### src/rtl/sdf_flow_scheduler.sv
`default_nettype none
// ============================================================================
// Module      : sdf_flow_scheduler
// Description : Round-robin burst scheduler sharing one multi-flow SDF actor
//               between N_FLOWS input FIFOs. One flow is granted for a whole
//               firing of BURST tokens, whose tokens are forwarded with zero
//               latency to the actor input FIFO, tagged with the flow index.
//               A granted flow that runs dry for TIMEOUT consecutive cycles
//               is released, and a one-cycle abandon pulse is raised.
// Ports       : ck        - clock, all logic on the rising edge
//               rst       - synchronous active-high reset
//               in_data   - flow i payload at [i*WIDTH +: WIDTH]
//               in_empty  - per-flow FIFO empty flags
//               in_read   - per-flow pop strobes (one-hot or zero)
//               cfg_en    - per-flow arbitration enables
//               full      - actor input FIFO full
//               wr        - push out_data/out_tag into the actor FIFO
//               out_data  - forwarded payload
//               out_tag   - index of the flow that produced out_data
//               busy      - registered: a flow is currently granted
//               abandon   - registered 1-cycle pulse: burst timed out
// Revision    : 1.0 - initial release
// ============================================================================
module sdf_flow_scheduler #(
    parameter int WIDTH   = 8,
    parameter int N_FLOWS = 2,
    parameter int BURST   = 4,
    parameter int TIMEOUT = 16,
    localparam int TAG_W  = $clog2(N_FLOWS)
) (
    input  logic                     ck,
    input  logic                     rst,
    input  logic [N_FLOWS*WIDTH-1:0] in_data,
    input  logic [N_FLOWS-1:0]       in_empty,
    output logic [N_FLOWS-1:0]       in_read,
    input  logic [N_FLOWS-1:0]       cfg_en,
    input  logic                     full,
    output logic                     wr,
    output logic [WIDTH-1:0]         out_data,
    output logic [TAG_W-1:0]         out_tag,
    output logic                     busy,
    output logic                     abandon
);

    localparam logic [7:0]       c_CNT_LAST  = 8'(BURST - 1);
    localparam logic [7:0]       c_TMO_LAST  = 8'(TIMEOUT - 1);
    localparam logic [TAG_W-1:0] c_LAST_INIT = TAG_W'(N_FLOWS - 1);

    typedef enum logic [0:0] {
        S_IDLE  = 1'b0,
        S_BURST = 1'b1
    } state_t;

    state_t             state_q;
    logic [TAG_W-1:0]   grant_q;
    logic [TAG_W-1:0]   last_q;
    logic [7:0]         cnt_q;
    logic [7:0]         tmo_q;
    logic               busy_q;
    logic               abandon_q;

    logic               w_in_burst;
    logic               w_empty_g;
    logic               w_xfer;
    logic               w_found;
    logic [TAG_W-1:0]   w_pick;
    logic [N_FLOWS-1:0] w_read;

    // ------------------------------------------------------------------------
    // Round-robin search starting just after the last served flow. The modulo
    // keeps the search inside 0..N_FLOWS-1, so unused tag codes are never
    // granted when N_FLOWS is not a power of two.
    // ------------------------------------------------------------------------
    always_comb begin
        w_found = 1'b0;
        w_pick  = '0;
        for (int k = 1; k <= N_FLOWS; k++) begin
            if (!w_found
                && cfg_en[(int'(last_q) + k) % N_FLOWS]
                && !in_empty[(int'(last_q) + k) % N_FLOWS]) begin
                w_found = 1'b1;
                w_pick  = TAG_W'((int'(last_q) + k) % N_FLOWS);
            end
        end
    end

    // ------------------------------------------------------------------------
    // Zero-latency forwarding path from the granted FIFO to the actor FIFO.
    // ------------------------------------------------------------------------
    assign w_in_burst = (state_q == S_BURST);
    assign w_empty_g  = in_empty[grant_q];
    assign w_xfer     = w_in_burst & ~w_empty_g & ~full;

    always_comb begin
        w_read = '0;
        if (w_xfer) begin
            w_read[grant_q] = 1'b1;
        end
    end

    assign in_read  = w_read;
    assign wr       = w_xfer;
    assign out_data = w_in_burst ? in_data[int'(grant_q)*WIDTH +: WIDTH] : '0;
    assign out_tag  = w_in_burst ? grant_q : '0;
    assign busy     = busy_q;
    assign abandon  = abandon_q;

    // ------------------------------------------------------------------------
    // Grant state machine. Backpressure (full with data available) holds both
    // counters, so only a dry FIFO can time a burst out.
    // ------------------------------------------------------------------------
    always_ff @(posedge ck) begin
        if (rst) begin
            state_q   <= S_IDLE;
            grant_q   <= '0;
            last_q    <= c_LAST_INIT;
            cnt_q     <= '0;
            tmo_q     <= '0;
            busy_q    <= 1'b0;
            abandon_q <= 1'b0;
        end else begin
            abandon_q <= 1'b0;
            case (state_q)
                S_IDLE: begin
                    if (w_found) begin
                        grant_q <= w_pick;
                        cnt_q   <= '0;
                        tmo_q   <= '0;
                        state_q <= S_BURST;
                        busy_q  <= 1'b1;
                    end
                end
                S_BURST: begin
                    if (w_xfer) begin
                        if (cnt_q == c_CNT_LAST) begin
                            last_q  <= grant_q;
                            state_q <= S_IDLE;
                            busy_q  <= 1'b0;
                        end else begin
                            cnt_q <= cnt_q + 8'd1;
                            tmo_q <= '0;
                        end
                    end else if (w_empty_g) begin
                        tmo_q <= tmo_q + 8'd1;
                        if (tmo_q == c_TMO_LAST) begin
                            abandon_q <= 1'b1;
                            last_q    <= grant_q;
                            state_q   <= S_IDLE;
                            busy_q    <= 1'b0;
                        end
                    end
                end
                default: begin
                    state_q <= S_IDLE;
                    busy_q  <= 1'b0;
                end
            endcase
        end
    end

endmodule
`default_nettype wire

### config.mk
export PLATFORM = sky130hd
export DESIGN_NAME = sdf_flow_scheduler
export DESIGN_NICKNAME = d
export VERILOG_FILES = /design/src/rtl/sdf_flow_scheduler.sv
export SDC_FILE = /design/constraint.sdc
export NUM_CORES = 1
export LEC_CHECK = 0
export ABC_AREA = 1
export CAP_MARGIN = 0
export CELL_PAD_IN_SITES_DETAIL_PLACEMENT = 2
export CELL_PAD_IN_SITES_GLOBAL_PLACEMENT = 2
export CORE_UTILIZATION = 25
export DETAILED_ROUTE_END_ITERATION = 16
export PLACE_DENSITY = 0.86
export SETUP_SLACK_MARGIN = 0.15
export SLEW_MARGIN = 10
export SYNTH_ARGS = -nofsm -noshare
export SYNTH_HDL_FRONTEND = slang
export SYNTH_SLANG_ARGS = --single-unit
### constraint.sdc
create_clock -name ck -period 1.75 [get_ports ck]
set_clock_uncertainty 0.1 [all_clocks]
set_input_delay 0.4375 -clock ck [delete_from_list [all_inputs] [get_ports ck]]
set_output_delay 0.4375 -clock ck [all_outputs]
set_load 0.02 [all_outputs]
Word level (Yosys, flattened, before mapping)
Cells that the tools add are included.
{"block": "totals", "regBits": 21, "rom_bits": 0, "input_bits": 23, "memories": 0, "ramBits": 0, "latchBits": 0}
{"block": "classes", "order_cmp": 4, "n_mul": 0, "shift": 1, "eq_ne": 10, "div": 0, "addsub": 4, "n_mux": 48, "n_reduce_logical": 15, "n_bitwise": 7}
{"op": "2-to-1 mux 8 bit", "n": 7}
{"op": "2-to-1 mux 1 bit", "n": 35}
{"op": "one-hot mux 8 bit (2 select lines)", "n": 2}
{"op": "adder 8 x 1 -> 8 bit (second input constant)", "n": 2}
{"op": "indexed part select 16 x 5 -> 8 bit", "n": 1}
{"op": "!= test 3 x 2 -> 1 bit (second input constant)", "n": 3}
{"op": "== test 8 x 2 -> 1 bit (second input constant)", "n": 1}
{"op": "== test 8 x 4 -> 1 bit (second input constant)", "n": 1}
{"op": "AND reduction 4 bit", "n": 2}
{"op": "< comparator 2 x 3 -> 1 bit (second input constant)", "n": 2}
{"op": "!= test 2 bit (second input constant)", "n": 3}
{"op": "AND reduction 3 bit", "n": 2}
{"op": "logical AND 1 bit", "n": 4}
{"op": "one-hot mux 1 bit (2 select lines)", "n": 2}
{"op": "nonzero test 2 bit", "n": 2}
{"op": "OR reduction 4 bit", "n": 1}
{"op": "logical NOT 1 bit", "n": 3}
{"op": "!= test 3 bit (second input constant)", "n": 1}
{"op": "inverter 1 bit", "n": 3}
{"op": "adder 1 bit (second input constant)", "n": 2}
{"op": "AND 1 bit", "n": 2}
{"op": "AND 1 bit (first input constant)", "n": 2}
{"op": "< comparator 1 x 2 -> 1 bit (second input constant)", "n": 1}
{"op": "2-to-1 mux 2 bit", "n": 1}
{"op": "4 further kinds", "n": 4}

Longest topological paths before layout
{"block": "depth", "depth_word": 14, "depth_mapped": 10, "mapped_depth_nobuf": 10}

Worst setup path after synthesis
OpenSTA, ideal clock, no wires.
{"block": "synth_path", "path_kind": "register to output", "from": "reg grant_q", "to": "out out_data[1]", "path_slack_ns": 0.189, "path_stages_with_launch": 4, "t_arrival_ns": 1.023, "cell_sequence": "dfxtp_1 -> clkbuf_1 -> o21ai_0 -> nor2_1"}
{"block": "synth_between", "elab_chain_len": 2}
{"item": "start: declaration", "line_no": "55", "rtl": "logic [TAG_W-1:0] grant_q;"}
{"item": "start signal: assignment", "line_no": "126", "rtl": "grant_q <= w_pick;"}
{"item": "indexed part select 16 x 5 -> 8 bit", "line_no": "103", "rtl": "assign out_data = w_in_burst ? in_data[int'(grant_q)*WIDTH +: WIDTH] : '0;"}
{"item": "2-to-1 mux 8 bit", "line_no": "103"}
{"item": "end: declaration", "line_no": "39", "rtl": "output logic [WIDTH-1:0] out_data,"}
Every way passes these cells.

Worst setup path in the final report
{"block": "layout_path", "from": "in in_data[3]", "to": "out out_data[3]"}
{"block": "layout_between", "elab_chain_len": 2}
{"item": "start: declaration", "line_no": "33", "rtl": "input logic [N_FLOWS*WIDTH-1:0] in_data,"}
{"item": "indexed part select 16 x 5 -> 8 bit", "line_no": "103"}
{"item": "2-to-1 mux 8 bit", "line_no": "103"}
Every way passes these cells.

==> flow_summary_export.csv <==
group,metric,value,unit
run_status,status,"finished, violations left",
run_status,violations,"setup timing",
floorplan,die_h,76.44,um
power_and_ir_drop,p_leak,1.095,nW
final_layout,finalNetCount,316,
timing,setup-violations-final,8,
setup_path,cp.arrival,1280,ps
clock_tree,cts_buffer_depth,2,
detailed_routing,drcViolationCount,0,
clock_tree,insertion_delay,280,ps
global_routing,track_usage,0.2408,
logic_synthesis,ys_ff_latch,21,
floorplan,die_w,76.44,um
floorplan,rows,26,
logic_synthesis,synth_area_leader_cell,"dfxtp_1",
global_routing,antenna_found_initial,2,
logic_synthesis,netlist.area_leader.share,0.3035,
clock_tree,h-tree-depth,1,
placement,port-buffer-count,36,
hold_path,hp-class,"flip-flop to flip-flop",
final_layout,area_growth_syn_to_layout,90.79,%
setup_path,cp_max_fo,1,
floorplan,start_util,0.2661,
floorplan,io_pins,37,
setup_path,path_class,"input pin to output pin",
global_routing,grt_first_pass_wirelength,10800,um
clock_tree,root_buffer,"clkbuf_8",
logic_synthesis,synthesis.area,0.001385,mm2
detailed_routing,wl,9066,um
placement,post-dp-hpwl,4401,um
placement,preCtsSetupSlack,-719.7,ps
logic_synthesis,syn_avg_cell_area,6.627,um2
logic_synthesis,synth_area_leaders,"dfxtp_1 30%, nand2_1 11%, nor2_1 11%, nand3_1 7.2%, inv_1 6.8%",
final_layout,utilization,0.5077,
timing,slew_violations,0,
detailed_routing,wl_per_cell,25.11,um
timing,tightest_slew,313.6,ps
timing,rsz0062_at_grt,"true",
floorplan,fp.coreArea,0.005205,mm2
timing,timing.final.crit_period,1818,ps
setup_path,crit_required,1210,ps
final_layout,fill_cells,551,
timing,relSlewSlack,0.7887,
detailed_routing,dr_total_vias,1853,
timing,hold_violations,0,
clock_tree,clock-sinks,21,
detailed_routing,viasPerCell,5.133,
flow_run,maxCapViolCount,0,
clock_tree,cts_buffers,3,
logic_synthesis,ys_seq_area_frac,0.3035,
setup_path,crit_path_end_kind,"output pin",
logic_synthesis,postSynthCellCount,209,
global_routing,grt_max_degree,13,
clock_tree,path_clk_slew,100,ps
timing,setup_ws,-67.87,ps
timing,timing.fmax,550.1,MHz
placement,place_congestion,0.7576,
setup_path,worstSetupStartpointType,"input pin",
global_routing,grt_overflow,0,
timing,period_share,1.039,
floorplan,die-area,0.005842,mm2
clock_tree,cts_tree,"built",
detailed_routing,drt_iter0_drc,49,
detailed_routing,ant_nets,0,
final_layout,drive_gt1_frac,0.5000,
detailed_routing,firstDrtPassIters,4,
global_routing,grt_pass1_vias,1934,
power_and_ir_drop,powerDensity,527.4,mW/mm2
logic_synthesis,ys_warn_count,0,
logic_synthesis,synth_cell_type_count,27,
timing,tns,-319.5,ps
power_and_ir_drop,vdd_drop_max,0.2845,mV
logic_synthesis,synth_nets,234,
## timing repair
item	in CTS	in global routing
pin swaps	27	28
endpoints found under the setup margin	34	32
buffers inserted	9	13
hold buffers	0	0
gates resized for setup	122	91
gates cloned	1	0
## cell families (layout without fill, tap and decap cells)
| logic type | count (synthesis) | count (layout) | share of synthesized area |
|---|---|---|---|
| buffers and inverters | 31 | 111 | 0.09124 |
| other | 0 | 1 | 0 |
| adders and majority gates | 2 | 2 | 0.01806 |
| DFF | 21 | 21 | 0.3035 |
| AOI/OAI and AO/OA | 34 | 34 | 0.1409 |
| and+or+nand+nor | 121 | 122 | 0.4462 |
## cell usage after synthesis, drive strengths merged
master and number:
a2111oi 1, a21oi 13, clkbuf 2, dfxtp 21, ha 2, inv 29
nand2 50, nand3 22, nand4 3, nor2 44, nor3 2, o21ai 17
o21bai 2, o22ai 1
## registers in the layout, summed over array words and instances, names as in the netlist
signal,flops
tmo_q,8
grant_q,1
busy,1
cnt_q,8
abandon,1
last_q,1
state_q,1
## metrics by stage
step	area [um2]	std cells	hold slack, ps	total power, mW
floorplan	1385	209	329.2	0.6647
global placement	1988	333	351.6	0.8219
global route	2643	361	430.1	1.450
CTS	2193	347	357.5	1.216
finish	2643	361	407.3	1.394
detailed placement	1988	333	363.4	0.8382
## power by group
group / switching (mW) / internal, mW
sequential: 0.0204 / 0.487
combinational: 0.284 / 0.231
clock: 0.211 / 0.160
total: 0.516 / 0.878
## layer usage
layer | global-route usage | vias up | share of wire
met4 | 0.07115 | 2 | 0.055
met1 | 0.2596 | 898 | 0.37
met2 | 0.4748 | 79 | 0.51
met5 | 0 | - | 0.0014
li1 | - | 839 | -
met3 | 0.03593 | 35 | 0.057
## final timing paths
check	slack, ps	depth (start not counted)	to	from
max	-70	4	out_data[3]	in_data[3]
min	410	2	busy	busy
min reg2reg	410	2	busy	busy
max reg2reg	-20	10	tmo_q[7]	grant_q
## cell usage in the layout (no fill, tap or decap), drive strengths merged
master         netlist  layout
a21oi               13      13
inv                 29      29
nor2                44      44
clkdlybuf4s50        0       3
ha                   2       2
o21bai               2       2
dlygate4sd2          0      16
dlymetal6s2s         0       4
o22ai                1       1
a2111oi              1       1
nand2               50      50
dfxtp               21      21
buf                  0      54
o21ai               17      17
nand4                3       3
clkbuf               2       4
nor3                 2       2
nand3               22      23
clkinv               0       1
diode                0       1
## area by class of cell
type	count	area, um2	area share
Tap cell	70	87.58	0.03314
Antenna cell	1	2.502	0.0009470
Clock buffer	3	41.29	0.01563
Sequential cell	21	441.7	0.1671
Clock inverter	1	5.005	0.001894
Inverter	29	128.9	0.04877
Timing Repair Buffer	78	755.7	0.2860
Multi-Input combinational cell	158	1180	0.4465
## critical path, cell delays in order
cell and delay, ps:
clkdlybuf4s50_1 470, o21ai_1 80, nor2_1 130, buf_4 160
Note: power is estimated with default switching activity, not from simulation.
==> variant (same flow settings) <==
Set the parameter `N_FLOWS` to 4 (it was 2).
--- a/src/rtl/sdf_flow_scheduler.sv
+++ b/src/rtl/sdf_flow_scheduler.sv
@@ -25,3 +25,3 @@
     parameter int WIDTH   = 8,
-    parameter int N_FLOWS = 2,
+    parameter int N_FLOWS = 4,
     parameter int BURST   = 4,
Ports: changed (5 resized); port bits go from 37 to 60. The function was not compared with the original's and may differ.
==> variant against the original RTL <==
  * The run still ends with negative setup slack left
  * Routed wire length rose by 54%
  * Worst hold slack about the same
  * Non-clock buffer count rose by 28
  * Worst setup slack got worse by 0.38 ns
  * Count of clock-buffer cells in the layout increased by 1
  * Sequential power grew 20%
  * Power increased by 77%
  * Final area grew 37%
  * Sequential share of layout area is 3.7 points lower
  * Sequential cell count is 2 higher
  * Core utilization down 1.0 points
  * Synthesized cell count is 35% higher
  * Area after synthesis up 37%
  * Critical path type is now reg -> out
  * Largest cell class unchanged
  * Highest routed layer is now met4
==> variant: results (changes against the original RTL) <==
status=finished with violations; failing checks=negative setup slack; Total Neg Setup Slack=-12.55 ns (-12.23 ns); gp weighted congestion=0.8026 (+5.9%); Post-DP Area=2994 um^2 (+51%); H-tree Lvls=1 (unchanged); initial antenna violation count=0 (-2); ratio of cells with drive above 1 in the final layout=0.4766 (-0.02344); Tot GR Track Use=0.3126 (+0.07185); Top Registers=cnt_q x8, tmo_q x8; via count=2,661 (+44%); drt first pass iters=4 (unchanged); DR WL/cell=28.86 um (+15%); worst-path maximum fanout=8 (+7); Gate power share=0.605 (+0.236); clock insertion delay at the later pin of the skew report=0.30 ns (+0.02 ns); Worst VDD drop=0.4393 mV (+54%); Nets=430 (+36%); Area contributors post-synth=dfxtp_1 24%, nand2_1 12%, nand3_1 7.1%; setup violators final=37 (+29); Port Buffer Count=59 (+64%); CTS clock-pin slew for the worst setup and hold paths=0.10 ns (about the same); top cells by count, synth=63 x nand2_1, 30 x nor2_1, 27 x nand3_1, 25 x inv_1, 23 x dfxtp_1; Finished Layout Cells=483 (+34%); Inst Count DP=465 (+40%); Worst Path Arrival=1.66 ns (+0.38 ns); antenna fix cells=0 (-1); via count of the first global-routing pass=2,917 (+51%); TritonCTS Buffers=3 (unchanged); register area share after synthesis=0.2426 (-0.06094); largest net degree at the start of global routing=18 (+5); final setup margin=-0.4446 ns (-0.3767 ns); Lkg Pwr=1.494 nW (+36%); Avg Cell Area, Syn=6.707 um^2 (+1.2%); clock share of power=0.148 (-0.118); async set or reset register ratio after synthesis=0 (unchanged); Synth cell types=37 (+37%); Worst path slowest cell=dfxtp_4; first-pass GRT wire length=17.65 mm (+63%); worst slack, placed=-1.059 ns (-0.3390 ns); Critical Path Max Stage Delay=0.39 ns (-0.08 ns); Post-Syn Nets=328 (+40%); Max clock buf depth=2 (unchanged); combinational gate power=1.50 mW (+190%); post-detail-place hpwl=7.541 mm (+71%); Internal=1.354 mW (+54%); Least-Margin Pin Slew=0.4312 ns (+0.1176 ns); starting DRC count in detailed routing=184 (+280%)
[variant: changes by cell type in the layout (fill, tap and decap cells not counted), sizes merged, moves of 4 or more]
cell / change
buf: +8
o21ai: -8
dlygate4sd2: -5
a21oi: +4
xor2: +5
o211ai: +5
clkdlybuf4s50: +30
dlymetal6s2s: -4
a31oi: +9
a22oi: +8
nand3: +11
nor2: -12
nor3: +7
nand2: +30
[variant: path summary, 6_finish.rpt]
kind / startpoint / end / slack [ns] / depth (start not counted)
worst max-delay path: grant_q[0] / out_data[0] / -0.44 / 7
worst min-delay path: tmo_q[1] / tmo_q[1] / 0.41 / 2
worst max register to register: grant_q[0] / tmo_q[5] / -0.44 / 12
worst min register to register: tmo_q[1] / tmo_q[1] / 0.41 / 2
[variant: per-layer routing]
layer	up-vias	GRT usage	wire, um
met3	43	0.05448	981
met1	1329	0.3426	5259
li1	1153	-	-
met2	136	0.5725	7004
met5	-	0	0
met4	0	0.1674	692
[variant: repair_timing]
action                     CTS  global route
resized for setup          188            36
buffers inserted            10             3
pin swaps                   22            16
cloned                       1             0
setup endpoints to repair   40            38
[variant: layout make-up]
class,count,area [um^2]
fillers,771,3664
multi-input cells,220,1784
repair buffers,106,1060
flip-flops and latches,23,473.0
inverters,31,142.6
well taps,99,123.9
clock buffers,4,45.04
[variant: cells by family after synthesis]
| family | after synthesis | synth area share |
|---|---|---|
| AO/OA/AOI/OAI | 49 | 0.1608 |
| buffers and inverters | 41 | 0.1048 |
| multiplexers | 1 | 0.01186 |
| XOR/XNOR | 7 | 0.03230 |
| adder cells (fa/ha/maj) | 2 | 0.01318 |
| flip-flops | 23 | 0.2426 |
| AND/OR/NAND/NOR | 160 | 0.4344 |
